File: src/rtl/bure_pipe_pkg.sv
// Shared BureCore pipeline types and helpers.
// Payload structs carried by the inter-stage elastic buffers.
package bure_pipe_pkg;

    localparam int BURE_STAGE_DEPTH_DEFAULT = 2;

    function automatic int ptr_w(input int depth);
        return $clog2(depth);
    endfunction

    typedef struct packed {
        logic [31:0] pc;
        logic [31:0] inst;
    } bure_if_payload_t;

    typedef struct packed {
        logic [2:0]  funct3;
        logic [6:0]  funct7;
        logic [4:0]  rs1_addr;
        logic [4:0]  rs2_addr;
        logic [4:0]  rd_addr;
        logic        rd_wen;
        logic [31:0] imm;
        logic        is_alu_op;
        logic        is_load_op;
        logic        is_store_op;
        logic        is_branch_op;
        logic        is_jump_op;
    } bure_id_payload_t;

endpackage

File: src/rtl/bure_stage_fifo_mem.sv
// Storage array for bure_stage_fifo: DEPTH x DATA_WIDTH, no reset.
// Ports: clk_i, we_i/waddr_i/wdata_i (write), raddr_i/rdata_o (comb read).
module bure_stage_fifo_mem
    import bure_pipe_pkg::*;
#(
    parameter int DATA_WIDTH = 32,
    parameter int DEPTH      = BURE_STAGE_DEPTH_DEFAULT,
    parameter int PTR_W      = 1
) (
    input  logic                  clk_i,
    input  logic                  we_i,
    input  logic [PTR_W-1:0]      waddr_i,
    input  logic [DATA_WIDTH-1:0] wdata_i,
    input  logic [PTR_W-1:0]      raddr_i,
    output logic [DATA_WIDTH-1:0] rdata_o
);

    logic [DATA_WIDTH-1:0] mem_q [DEPTH];

    always_ff @(posedge clk_i) begin
        if (we_i) begin
            mem_q[waddr_i] <= wdata_i;
        end
    end

    assign rdata_o = mem_q[raddr_i];

endmodule

File: src/rtl/bure_stage_fifo.sv
// Elastic valid/ready buffer between BureCore pipeline stages, with flush.
// Ports: clk, rst (async high), flush, up_* (in side), dn_* (out side), count.
// Option: BURE_STAGE_FIFO_BYPASS_EN adds a comb up->dn path when empty.
module bure_stage_fifo
    import bure_pipe_pkg::*;
#(
    parameter int DATA_WIDTH = 32,
    parameter int DEPTH      = BURE_STAGE_DEPTH_DEFAULT
) (
    input  logic                         clk,
    input  logic                         rst,
    input  logic                         flush,
    input  logic                         up_valid,
    output logic                         up_ready,
    input  logic [DATA_WIDTH-1:0]        up_data,
    output logic                         dn_valid,
    input  logic                         dn_ready,
    output logic [DATA_WIDTH-1:0]        dn_data,
    output logic [$clog2(DEPTH+1)-1:0]   count
);

    localparam int PW = ptr_w(DEPTH);
    localparam int CW = $clog2(DEPTH + 1);

    if (DEPTH < 2 || (DEPTH & (DEPTH - 1)) != 0) begin : g_bad_depth
        $error("bure_stage_fifo: DEPTH must be a power of two >= 2");
    end
    if (DATA_WIDTH < 1) begin : g_bad_width
        $error("bure_stage_fifo: DATA_WIDTH must be >= 1");
    end

    logic [PW-1:0]         wr_ptr_q, wr_ptr_d;
    logic [PW-1:0]         rd_ptr_q, rd_ptr_d;
    logic [CW-1:0]         count_q, count_d;
    logic [DATA_WIDTH-1:0] rd_data;
    logic                  full, empty;
    logic                  buf_valid;
    logic                  push, pop, wr_en;
    logic                  byp_ok, byp_take;

    assign full  = (count_q == CW'(DEPTH));
    assign empty = (count_q == '0);

    // Ready depends only on occupancy, never on dn_ready.
    assign up_ready  = !rst && !flush && !full;
    assign buf_valid = !flush && !empty;

`ifdef BURE_STAGE_FIFO_BYPASS_EN
    assign byp_ok   = !rst && !flush && empty;
    assign byp_take = byp_ok && up_valid && dn_ready;
`else
    assign byp_ok   = 1'b0;
    assign byp_take = 1'b0;
`endif

    assign push  = up_valid && up_ready;
    assign pop   = buf_valid && dn_ready;
    // A bypassed entry leaves in the same cycle and is never stored.
    assign wr_en = push && !byp_take;

    assign dn_valid = buf_valid || (byp_ok && up_valid);
    assign count    = count_q;

    always_comb begin
        dn_data = '0;
        if (buf_valid) begin
            dn_data = rd_data;
        end else if (byp_ok && up_valid) begin
            dn_data = up_data;
        end
    end

    always_comb begin
        wr_ptr_d = wr_ptr_q;
        rd_ptr_d = rd_ptr_q;
        count_d  = count_q;
        if (flush) begin
            wr_ptr_d = '0;
            rd_ptr_d = '0;
            count_d  = '0;
        end else begin
            if (wr_en) wr_ptr_d = wr_ptr_q + PW'(1);
            if (pop)   rd_ptr_d = rd_ptr_q + PW'(1);
            unique case ({wr_en, pop})
                2'b10:   count_d = count_q + CW'(1);
                2'b01:   count_d = count_q - CW'(1);
                default: count_d = count_q;
            endcase
        end
    end

    always_ff @(posedge clk or posedge rst) begin
        if (rst) begin
            wr_ptr_q <= '0;
            rd_ptr_q <= '0;
            count_q  <= '0;
        end else begin
            wr_ptr_q <= wr_ptr_d;
            rd_ptr_q <= rd_ptr_d;
            count_q  <= count_d;
        end
    end

    bure_stage_fifo_mem #(
        .DATA_WIDTH (DATA_WIDTH),
        .DEPTH      (DEPTH),
        .PTR_W      (PW)
    ) u_mem (
        .clk_i   (clk),
        .we_i    (wr_en),
        .waddr_i (wr_ptr_q),
        .wdata_i (up_data),
        .raddr_i (rd_ptr_q),
        .rdata_o (rd_data)
    );

    a_count_bound: assert property (
        @(posedge clk) disable iff (rst) count_q <= CW'(DEPTH));

    a_no_underflow: assert property (
        @(posedge clk) disable iff (rst) pop |-> !empty);

endmodule

File: config.mk
export PLATFORM = sky130hd
export DESIGN_NAME = bure_stage_fifo
export DESIGN_NICKNAME = d
export VERILOG_FILES = /design/src/rtl/bure_pipe_pkg.sv /design/src/rtl/bure_stage_fifo_mem.sv /design/src/rtl/bure_stage_fifo.sv
export SDC_FILE = /design/constraint.sdc
export NUM_CORES = 1
export LEC_CHECK = 0
export ABC_AREA = 1
export CAP_MARGIN = 20
export CORE_ASPECT_RATIO = 0.8
export CORE_UTILIZATION = 53
export DETAILED_ROUTE_END_ITERATION = 7
export PLACE_DENSITY = 0.85
export RECOVER_POWER = 50
export SLEW_MARGIN = 20
export SYNTH_ARGS = -nofsm -noshare
export SYNTH_HDL_FRONTEND = slang
export SYNTH_SLANG_ARGS = --single-unit
File: constraint.sdc
create_clock -name clk -period 6.53 [get_ports clk]
set_clock_uncertainty 0.05 [all_clocks]
set_input_delay 0.653 -clock clk [delete_from_list [all_inputs] [get_ports clk]]
set_output_delay 0.653 -clock clk [all_outputs]
set_load 0.02 [all_outputs]
==> out/results.ini, run 1 <==
[setup_path]
cp_max_fo = 34
r2r_slack_ns = 3.26
worstPathCellList = mux2_4 -> nand2_1 -> inv_1 -> clkdlybuf4s50_1
path_class = reg -> out
end_kind = output port
crit_start = rd_ptr_q$_DFFE_PP0P_
crit_arrival_ns = 3.08
slowest_stage = dfrtp_1
crit_path_start_kind = flip-flop
crit_buf_inv = 2
critPathTopFamily = flip-flops
worstPathRequired_ns = 5.83
timing.rr.start = count[0]$_DFFE_PP0P_
critPathMaxStageDelay_ns = 1.62

[cts]
clk_latency_ns = 0.33
cts.sinks = 68
cts_hold_buf = 0
cts_tree = built
numCtsBuffers = 9
post_cts.repair.setup_buffers = 0
cts_root_buffer = clkbuf_8
clk_path_buf_depth = 2
clk_pin_slew_ns = 0.07
cts_resized = 0
ctsHtreeMaxLevel = 3

[yosys]
async_reset_ff_share_pct = 5.88
netlist_area_mm2 = 0.00301
yosysMostFrequentCell = edfxtp_1
synthAdderAreaFrac_pct = 0
yosys.area_share.simple_pct = 8.36
synth_edf_count = 64
ys_ff_latch = 68
yosys-top-cells-count = edfxtp_1, nand2_1, inv_1
synth_top_area_share_pct = 63.9
yosysSeqAreaShare_pct = 67.2
synth-xor-area-share_pct = 0
synth_top_family_by_area = multiplexers
syn_avg_cell_area_um2 = 14.4
synth_warnings = 0
synth.distinct_cells = 18
synth_ff_type = edfxtp_1
synth_compound_area_share_pct = 0.333
netlist.top_cell.by_area = edfxtp_1
synthTopCellsByArea = edfxtp_1, mux2_4, nand2_1
syn_inst = 209
synthMuxAreaShare_pct = 15.5
syn_nets = 246

[grt]
grt_antenna_before_repair = 1
grt_max_degree = 35
grt_pass1_vias = 1775
grt_usage_pct = 19.4
grt_pass1_wl_um = 8630
grt-ovfl-total = 0

[place]
dp_hpwl_um = 3270
io_buffers = 72
gp_congestion = 0.853

[route]
routedWlPerCell_um = 13.9
viasPerCell = 4.69
dr.pass1.iters = 4
drcViolationCount = 0
via_count = 1729
routed_wl_um = 5130
drtIter0Drc = 58
ant_nets = 0

[power_and_ir_drop]
p_total_w = 0.00108
p_leak_nw = 1.67
ir_worst_vdd_mv = 0.187
p_per_area_mw_per_mm2 = 276

[timing]
setup_viol = 0
setup_tns_ns = 0
min_period_ns = 3.79
hold_viol_final = 0
rsz0062_at_grt = no
slew_viol_final = 68
slew-limit-headroom_pct = -78.1
period_share_pct = 58.0
max_freq_mhz = 264
tightest_slew_ns = 2.66

[run_status]
violations = max-capacitance violations, max-slew violations
outcome = complete, but fails checks

[floorplanning]
core-area_mm2 = 0.00547
start_util_pct = 55.0
core.rowCount = 24
die_h_um = 69.4
die_w_um = 86.2
io_pins = 73
die_area_mm2 = 0.00598

[final_layout]
fillers = 388
ff_latch_area_mm2 = 0.00202
drive_above_1_share_pct = 19.7
syn_to_final_growth_pct = 30.7
multi_input_area_um2 = 729
postLayoutCoreUtil_pct = 71.9
nNetsFinal = 322

[flow_run]
max-cap-violations = 2

[hold_path]
hp-start = wr_ptr_q$_DFFE_PP0P_
min_path_type = reg -> reg

-- power by group --
part / internal (W) / leakage (nW) / switching (W)
clock network: 0.000178 / 0.0923 / 0.000161
registers: 0.000493 / 0.634 / 0.0000264
logic: 0.000124 / 0.940 / 0.000102
-- metal layers --
metal  global-route usage, %  part of all wire (%)  vias to the layer above
met1                    25.0                    43                      805
li1                        -                     -                      851
met4                    5.00                  0.76                        0
met5                       0                     0                        -
met3                    7.86                   6.7                        5
met2                    30.5                    49                       68
-- placed cells by master (no fill, tap or decap), drive strengths merged --
cell type and instances:
edfxtp 64, nand2 45, inv 44, clkdlybuf4s50 37
dlygate4sd3 35, mux2 32, clkbuf 9, nor2 6
dfrtp 4, nand3 4, clkinvlp 3, o21ai 2
nand4 2, diode 1, nand3b 1, clkinv 1
bufinv 1
-- logic make-up after synthesis --
| group | Yosys count |
|---|---|
| buf+inv | 49 |
| simple gates | 58 |
| mux | 32 |
| compound gates | 2 |
| flops | 68 |
-- worst min-delay path: stages, from the launching register on --
cell and delay, ns:
dfrtp_1 0.37, o21ai_0 0.09, nor2_1 0.10
-- through the flow --
step / cells / cell area (um^2) / hold slack, ns / worst slack (ns)
finish: 369 / 3930 / 0.554 / 2.74
global route: 369 / 3930 / 0.602 / 2.40
CTS: 368 / 3940 / 0.486 / 3.15
detailed placement: 352 / 3740 / 0.558 / 3.15
global placement: 352 / 3740 / 0.548 / 3.26
floorplan: 209 / 3010 / 0.369 / 3.62
-- sequential cells by signal (all words and copies together), names as in the netlist --
register and flops:
u_mem.mem_q 64, count 2, rd_ptr_q 1, wr_ptr_q 1
-- final timing paths --
kind / endpoint / cells past startpoint
worst max-delay path: dn_data[2] / 4
worst min-delay path: wr_ptr_q$_DFFE_PP0P_ / 2
worst max register to register: u_mem.mem_q[0][4]$_DFFE_PP_ / 6
worst min register to register: wr_ptr_q$_DFFE_PP0P_ / 2
max in group asynchronous: rd_ptr_q$_DFFE_PP0P_ / 2
min in group asynchronous: wr_ptr_q$_DFFE_PP0P_ / 2
-- final cells by class --
| class | count | area share, % |
|---|---|---|
| clock inverters | 7 | 1.91 |
| inverters | 42 | 4.01 |
| flip-flops and latches | 68 | 51.5 |
| well taps | 78 | 2.48 |
| repair buffers | 72 | 18.3 |
| multi-input cells | 92 | 18.6 |
| clock buffers | 9 | 3.15 |
| diodes | 1 | 0.0637 |
Note: power is estimated with default switching activity, not from simulation.
==> run 2, diff against run 1 <==
--- a/config.mk
+++ b/config.mk
@@ -8,9 +8,9 @@
 export ABC_AREA = 1
 export CAP_MARGIN = 20
 export CORE_ASPECT_RATIO = 0.8
-export CORE_UTILIZATION = 53
+export CORE_UTILIZATION = 49
 export DETAILED_ROUTE_END_ITERATION = 7
-export PLACE_DENSITY = 0.85
+export PLACE_DENSITY = 0.79
 export RECOVER_POWER = 50
 export SLEW_MARGIN = 20
 export SYNTH_ARGS = -nofsm -noshare
==> constraint.sdc (replaced) <==
create_clock -name clk -period 3.8 [get_ports clk]
set_clock_uncertainty 0.05 [all_clocks]
set_input_delay 0.38 -clock clk [delete_from_list [all_inputs] [get_ports clk]]
set_output_delay 0.38 -clock clk [all_outputs]
set_load 0.02 [all_outputs]
==> run 2 against run 1 <==
The run still ends with max-capacitance violations, max-slew violations left. Hold slack worse by 0.20 ns. Via count rose by 0.35%. Sequential power rose by 70%. Sequential cell count unchanged. Design area shrank 1.3%. Critical endpoint is now dn_data[29]. First-iteration DRC count is 81% higher. Setup slack worse by 1.9 ns. Final cell count up 0.54%. Global-route usage decreased by 2.3 points. Combinational power increased by 71%. Non-clock buffer count rose by 1. Clock power up 35%.
==> out/results.ini, run 2 (synthesized netlist as in run 1, its figures left out) <==
[run_status]
outcome = complete, but fails checks
violations = max-capacitance violations, max-slew violations

[grt]
grt_max_degree = 34  ; -2.9%
grt_pass1_wl_um = 7820  ; -9.4%
grt_pass1_vias = 1707  ; -3.8%
grt_usage_pct = 17.0  ; -2.3 points
grt_antenna_before_repair = 0  ; -1
grt-ovfl-total = 0  ; unchanged

[timing]
setup_viol = 0  ; unchanged
min_period_ns = 2.92
max_freq_mhz = 343
hold_viol_final = 0  ; unchanged
tightest_slew_ns = 1.66  ; -0.998 ns
setup_tns_ns = 0  ; unchanged
slew_viol_final = 67  ; -1.5%
slew-limit-headroom_pct = -11.0  ; +67 points
rsz0062_at_grt = no
period_share_pct = 76.8

[setup_path]
crit_buf_inv = 3  ; +1
worstPathRequired_ns = 3.37  ; -2.46 ns
slowest_stage = dfrtp_2
crit_start = rd_ptr_q$_DFFE_PP0P_
timing.rr.start = count[0]$_DFFE_PP0P_
cp_max_fo = 24  ; -29%
path_class = reg -> out
critPathMaxStageDelay_ns = 0.79  ; -0.83 ns
critPathTopFamily = buffers and inverters
end_kind = output port
crit_path_start_kind = flip-flop
worstPathCellList = buf_4 -> mux2_4 -> nand2_1 -> inv_1 -> clkdlybuf4s50_1
crit_arrival_ns = 2.49  ; -0.59 ns

[cts]
post_cts.repair.setup_buffers = 0  ; unchanged
cts_hold_buf = 0  ; unchanged
numCtsBuffers = 9  ; unchanged
clk_latency_ns = 0.33  ; about the same
cts_root_buffer = clkbuf_8
ctsHtreeMaxLevel = 3  ; unchanged
clk_pin_slew_ns = 0.06  ; about the same
cts_resized = 0  ; unchanged
cts_tree = built
clk_path_buf_depth = 2  ; unchanged
cts.sinks = 68  ; unchanged

[final_layout]
n_antenna_cell = 0  ; -1
drive_above_1_share_pct = 17.9  ; -1.7 points
final_common_cell = edfxtp_1
largest_reg_flops = 64  ; unchanged
top_register = u_mem.mem_q
syn_to_final_growth_pct = 29.0
mostFrequentLayoutCells = edfxtp_1, nand2_1, inv_1, clkdlybuf4s50_1, dlygate4sd3_1
nNetsFinal = 323  ; +0.31%

[route]
ant_nets = 0  ; unchanged
routedWlPerCell_um = 13.2  ; -5.3%
dr.pass1.iters = 4  ; unchanged
via_count = 1735  ; +0.35%
drtIter0Drc = 105  ; +81%
routed_wl_um = 4890  ; -4.8%
drcViolationCount = 0  ; unchanged
viasPerCell = 4.68  ; -0.19%

[power_and_ir_drop]
p_per_area_mw_per_mm2 = 446  ; +61%
p_total_w = 0.00173  ; +59%
ir_worst_vdd_mv = 0.326  ; +74%
comb_power_share_pct = 22.5  ; +1.6 points
clkPwrFrac_pct = 26.6  ; -4.6 points
swShare_pct = 26.2  ; -0.53 points
p_int_w = 0.00128  ; +60%
p_leak_nw = 1.65  ; -0.83%
p_sw_w = 0.000452  ; +56%
power_frac_seq_pct = 51.0  ; +3.1 points

[place]
gp_congestion = 0.859  ; +0.60%
io_buffers = 72  ; unchanged
dp_hpwl_um = 3290  ; +0.55%

[floorplanning]
start_util_pct = 50.9  ; -4.2 points
core-area_mm2 = 0.00591  ; +8.2%
die_h_um = 72.1  ; +3.9%
die_area_mm2 = 0.00646  ; +7.9%
core.rowCount = 25  ; +4.2%
io_pins = 73  ; unchanged
die_w_um = 89.6  ; +3.9%

[flow_run]
max-cap-violations = 2  ; unchanged

[hold_path]
min_path_type = in -> async

run 2: cell count changes in the layout (fill, tap and decap cells not counted), moves of 2 or more:
cell        change
clkinv_1        +4
clkinvlp_4      -3
inv_6           -2
nor2_2          +2
run 2: final timing paths:
kind	slack (ns)	endpoint	depth (start not counted)
worst max-delay path	0.88	dn_data[29]	5
worst min-delay path	0.36	wr_ptr_q$_DFFE_PP0P_	2
worst max register to register	1.25	u_mem.mem_q[0][11]$_DFFE_PP_	6
worst min register to register	0.56	count[1]$_DFFE_PP0P_	2
max in group asynchronous	3.17	rd_ptr_q$_DFFE_PP0P_	2
min in group clk	0.56	count[1]$_DFFE_PP0P_	2
run 2: final cells by class:
cell class | instances | area [um^2]
well taps | 81 | 101
fillers | 442 | 2030
clock buffers | 10 | 128
inverters | 42 | 158
multi-input cells | 92 | 719
clock inverters | 5 | 20.0
repair buffers | 73 | 728
flip-flops and latches | 68 | 2020
run 2: power groups by stage:
stage	Clock [W]	Combinational [W]	Sequential [W]
2_1_floorplan	0	0.000288	0.000879
3_3_place_gp	0	0.000397	0.000896
6_report	0.000459	0.000388	0.000881
5_1_grt	0.000508	0.000420	0.000884
3_5_place_dp	0	0.000404	0.000897
4_1_cts	0.000473	0.000406	0.000881
run 2: stage by stage:
| stage | util [%] | hold WS, ns | setup WS [ns] | area [um^2] | instances |
|---|---|---|---|---|---|
| detailed placement | 63.5 | 0.538 | 0.977 | 3750 | 356 |
| CTS | 66.0 | 0.221 | 0.836 | 3900 | 371 |
| finish | 65.6 | 0.359 | 0.883 | 3880 | 371 |
| global placement | 63.5 | 0.551 | 1.05 | 3750 | 356 |
| global route | 65.6 | 0.352 | 0.684 | 3880 | 371 |
| floorplan | - | 0.0961 | 1.05 | 3010 | 209 |
run 2: metal layers:
| layer | part of all wire [%] | track usage (%) | up-vias |
|---|---|---|---|
| li1 | - | - | 844 |
| met4 | 1.0 | 5.47 | 0 |
| met2 | 50 | 27.8 | 63 |
| met5 | 0 | 0 | - |
| met3 | 6.9 | 7.85 | 7 |
| met1 | 42 | 20.1 | 821 |
==> run 3, diff against run 2 <==
==> constraint.sdc (replaced) <==
create_clock -name clk -period 3 [get_ports clk]
set_clock_uncertainty 0.05 [all_clocks]
set_input_delay 0.3 -clock clk [delete_from_list [all_inputs] [get_ports clk]]
set_output_delay 0.3 -clock clk [all_outputs]
set_load 0.02 [all_outputs]
==> run 3 against run 2 <==
The run now ends clean. Register-to-register slack got worse by 0.12 ns. Final cell count rose by 0.81%. Global-route usage fell by 0.39 points. Setup slack got worse by 0.52 ns. Die area did not move. Sequential power rose by 25%. Routed wire length fell by 3.8%. Core utilization rose by 1.8 points. Sequential cell count did not move. Non-clock buffer count rose by 2. Hold slack got worse by 0.093 ns. Design area rose by 2.7%.
==> out/results.ini, run 3 (synthesized netlist as in run 1, its figures left out) <==
[setup_path]
slowest_stage = clkdlybuf4s50_1
cp_max_fo = 33  ; +38%
end_kind = output port
critPathTopFamily = buffers and inverters
reg2reg_to = u_mem.mem_q[0][24]$_DFFE_PP_
crit_arrival_ns = 2.28  ; -0.21 ns
crit_path_start_kind = input pin
crit_path_end = dn_data[25]
worstPathRequired_ns = 2.65  ; -0.72 ns
critical_path_depth = 7  ; +2
timing.rr.start = count[0]$_DFFE_PP0P_
worstPathCellList = clkdlybuf4s50_1 -> inv_1 -> nand2_1 -> inv_2 -> nand2_1 -> inv_1 -> clkdlybuf4s50_1
crit_buf_inv = 5  ; +2
crit_start = flush
path_class = in -> out
critPathMaxStageDelay_ns = 0.60  ; -0.19 ns
r2r_slack_ns = 1.13  ; -0.12 ns
reg2regPathDepth = 7  ; +1

[cts]
cts_root_buffer = clkbuf_8
clk_pin_slew_ns = 0.07  ; about the same
clk_latency_ns = 0.33  ; about the same
cts_hold_buf = 0  ; unchanged
clk_path_buf_depth = 2  ; unchanged
cts_resized = 0  ; unchanged
numCtsBuffers = 9  ; unchanged
ctsHtreeMaxLevel = 3  ; unchanged
post_cts.repair.setup_buffers = 0  ; unchanged
cts.sinks = 68  ; unchanged
cts_tree = built

[final_layout]
largest_reg_flops = 64  ; unchanged
multi_input_area_um2 = 724  ; +0.70%
drive_above_1_share_pct = 19.8  ; +1.9 points
final_common_cell = edfxtp_1
ff_latch_area_mm2 = 0.00202  ; unchanged
syn_to_final_growth_pct = 32.4
instances_no_fill = 374  ; +0.81%
n_antenna_cell = 0  ; unchanged
postLayoutCoreUtil_pct = 67.3  ; +1.8 points
top_register = u_mem.mem_q
fillers = 420  ; -5.0%
mostFrequentLayoutCells = edfxtp_1, nand2_1, inv_1, clkdlybuf4s50_1, dlygate4sd3_1
nNetsFinal = 325  ; +0.62%

[grt]
busiest_layer = met2
grt_antenna_before_repair = 0  ; unchanged
use_met3_pct = 8.08  ; +0.23 points
grt_pass1_vias = 1673  ; -2.0%
grt_usage_pct = 16.7  ; -0.39 points
grt_pass1_wl_um = 7710  ; -1.5%
use_met2_pct = 27.4  ; -0.42 points
gr-usage-met1_pct = 19.7  ; -0.45 points
grt-ovfl-total = 0  ; unchanged
grt_max_degree = 34  ; unchanged

[power_and_ir_drop]
swShare_pct = 24.5  ; -1.7 points
p_leak_nw = 1.70  ; +2.7%
comb_power_share_pct = 21.5  ; -1.0 points
p_total_w = 0.00239  ; +38%
p_int_w = 0.00180  ; +41%
clkPwrFrac_pct = 32.2  ; +5.6 points
power_frac_seq_pct = 46.2  ; -4.8 points
p_per_area_mw_per_mm2 = 600  ; +35%
p_sw_w = 0.000584  ; +29%
ir_worst_vdd_mv = 0.386  ; +19%

[floorplanning]
die_area_mm2 = 0.00646  ; unchanged
die_h_um = 72.1  ; unchanged
die_w_um = 89.6  ; unchanged
io_pins = 73  ; unchanged
core.rowCount = 25  ; unchanged
core-area_mm2 = 0.00591  ; unchanged
start_util_pct = 50.9  ; unchanged

[route]
dr.pass1.iters = 4  ; unchanged
drcViolationCount = 0  ; unchanged
drtIter0Drc = 73  ; -30%
routedWlPerCell_um = 12.6  ; -4.5%
ant_nets = 0  ; unchanged
via_count = 1720  ; -0.86%
viasPerCell = 4.60  ; -1.7%
routed_wl_um = 4700  ; -3.8%

[place]
place_inst = 358  ; +0.56%
dp_hpwl_um = 3240  ; -1.6%
io_buffers = 72  ; unchanged
gp_congestion = 0.843  ; -1.8%

[timing]
slew-limit-headroom_pct = 59.4  ; +70 points
setup_viol = 0  ; unchanged
hold_viol_final = 0  ; unchanged
rsz0062_at_grt = no
hold_ws_ns = 0.265  ; -0.0931 ns
max_freq_mhz = 380
slew_viol_final = 0  ; -100%
min_period_ns = 2.63
setup_tns_ns = 0  ; unchanged
period_share_pct = 87.8
tightest_slew_ns = 0.609  ; -1.05 ns

[run_status]
outcome = finished clean

[flow_run]
max-cap-violations = 0  ; -2

[hold_path]
min_path_type = in -> async

[run 3: changes by cell type in the layout (fill, tap and decap cells not counted), sizes merged]
cell / change
buf: +2
bufinv: +2
clkdlybuf4s50: +3
clkinv: -1
dlygate4sd3: -3
[run 3: how the worst min path moves through the flow]
stage	slack, ns	cells after the start	to
after floorplan	0.02	1	count[0]$_DFFE_PP0P_
after global placement	0.47	2	count[0]$_DFFE_PP0P_
after detailed placement	0.49	2	count[1]$_DFFE_PP0P_
after CTS	0.13	2	count[1]$_DFFE_PP0P_
after global routing	0.28	2	count[0]$_DFFE_PP0P_
final	0.27	2	count[1]$_DFFE_PP0P_
[run 3: metal layers]
layer  up-vias  wire length [um]
li1        853                 -
met1       811              2010
met2        50              2320
met3         6               321
met4         0                52
met5         -                 0
[run 3: power groups by stage]
stage	Sequential [W]	Clock (W)	Combinational, W
after floorplan	0.00111	0	0.000365
after global placement	0.00112	0	0.000523
after detailed placement	0.00113	0	0.000531
after CTS	0.00111	0.000787	0.000533
after global routing	0.00111	0.000832	0.000558
final	0.00110	0.000770	0.000514
[run 3: metrics by stage]
| step | area (um^2) | setup slack (ns) |
|---|---|---|
| floorplan | 3010 | 0.249 |
| global placement | 3790 | 0.410 |
| detailed placement | 3790 | 0.314 |
| CTS | 4000 | 0.318 |
| global route | 3980 | 0.201 |
| finish | 3980 | 0.367 |
[run 3: worst register-to-register path, stage by stage (launching register included)]
cell and delay, ns:
dfrtp_1 0.42, inv_2 0.06, nand2_2 0.07, nand2_2 0.06, inv_1 0.06, nand2_1 0.12
nor2_1 0.24, buf_4 0.42
[run 3: layout make-up]
cell class / instances / share of cell area (%)
sequential: 68 / 50.8
timing repair buffer: 75 / 19.3
multi-input combinational: 92 / 18.2
inverter: 42 / 3.96
clock buffer: 10 / 3.21
tap: 81 / 2.55
clock inverter: 6 / 1.98
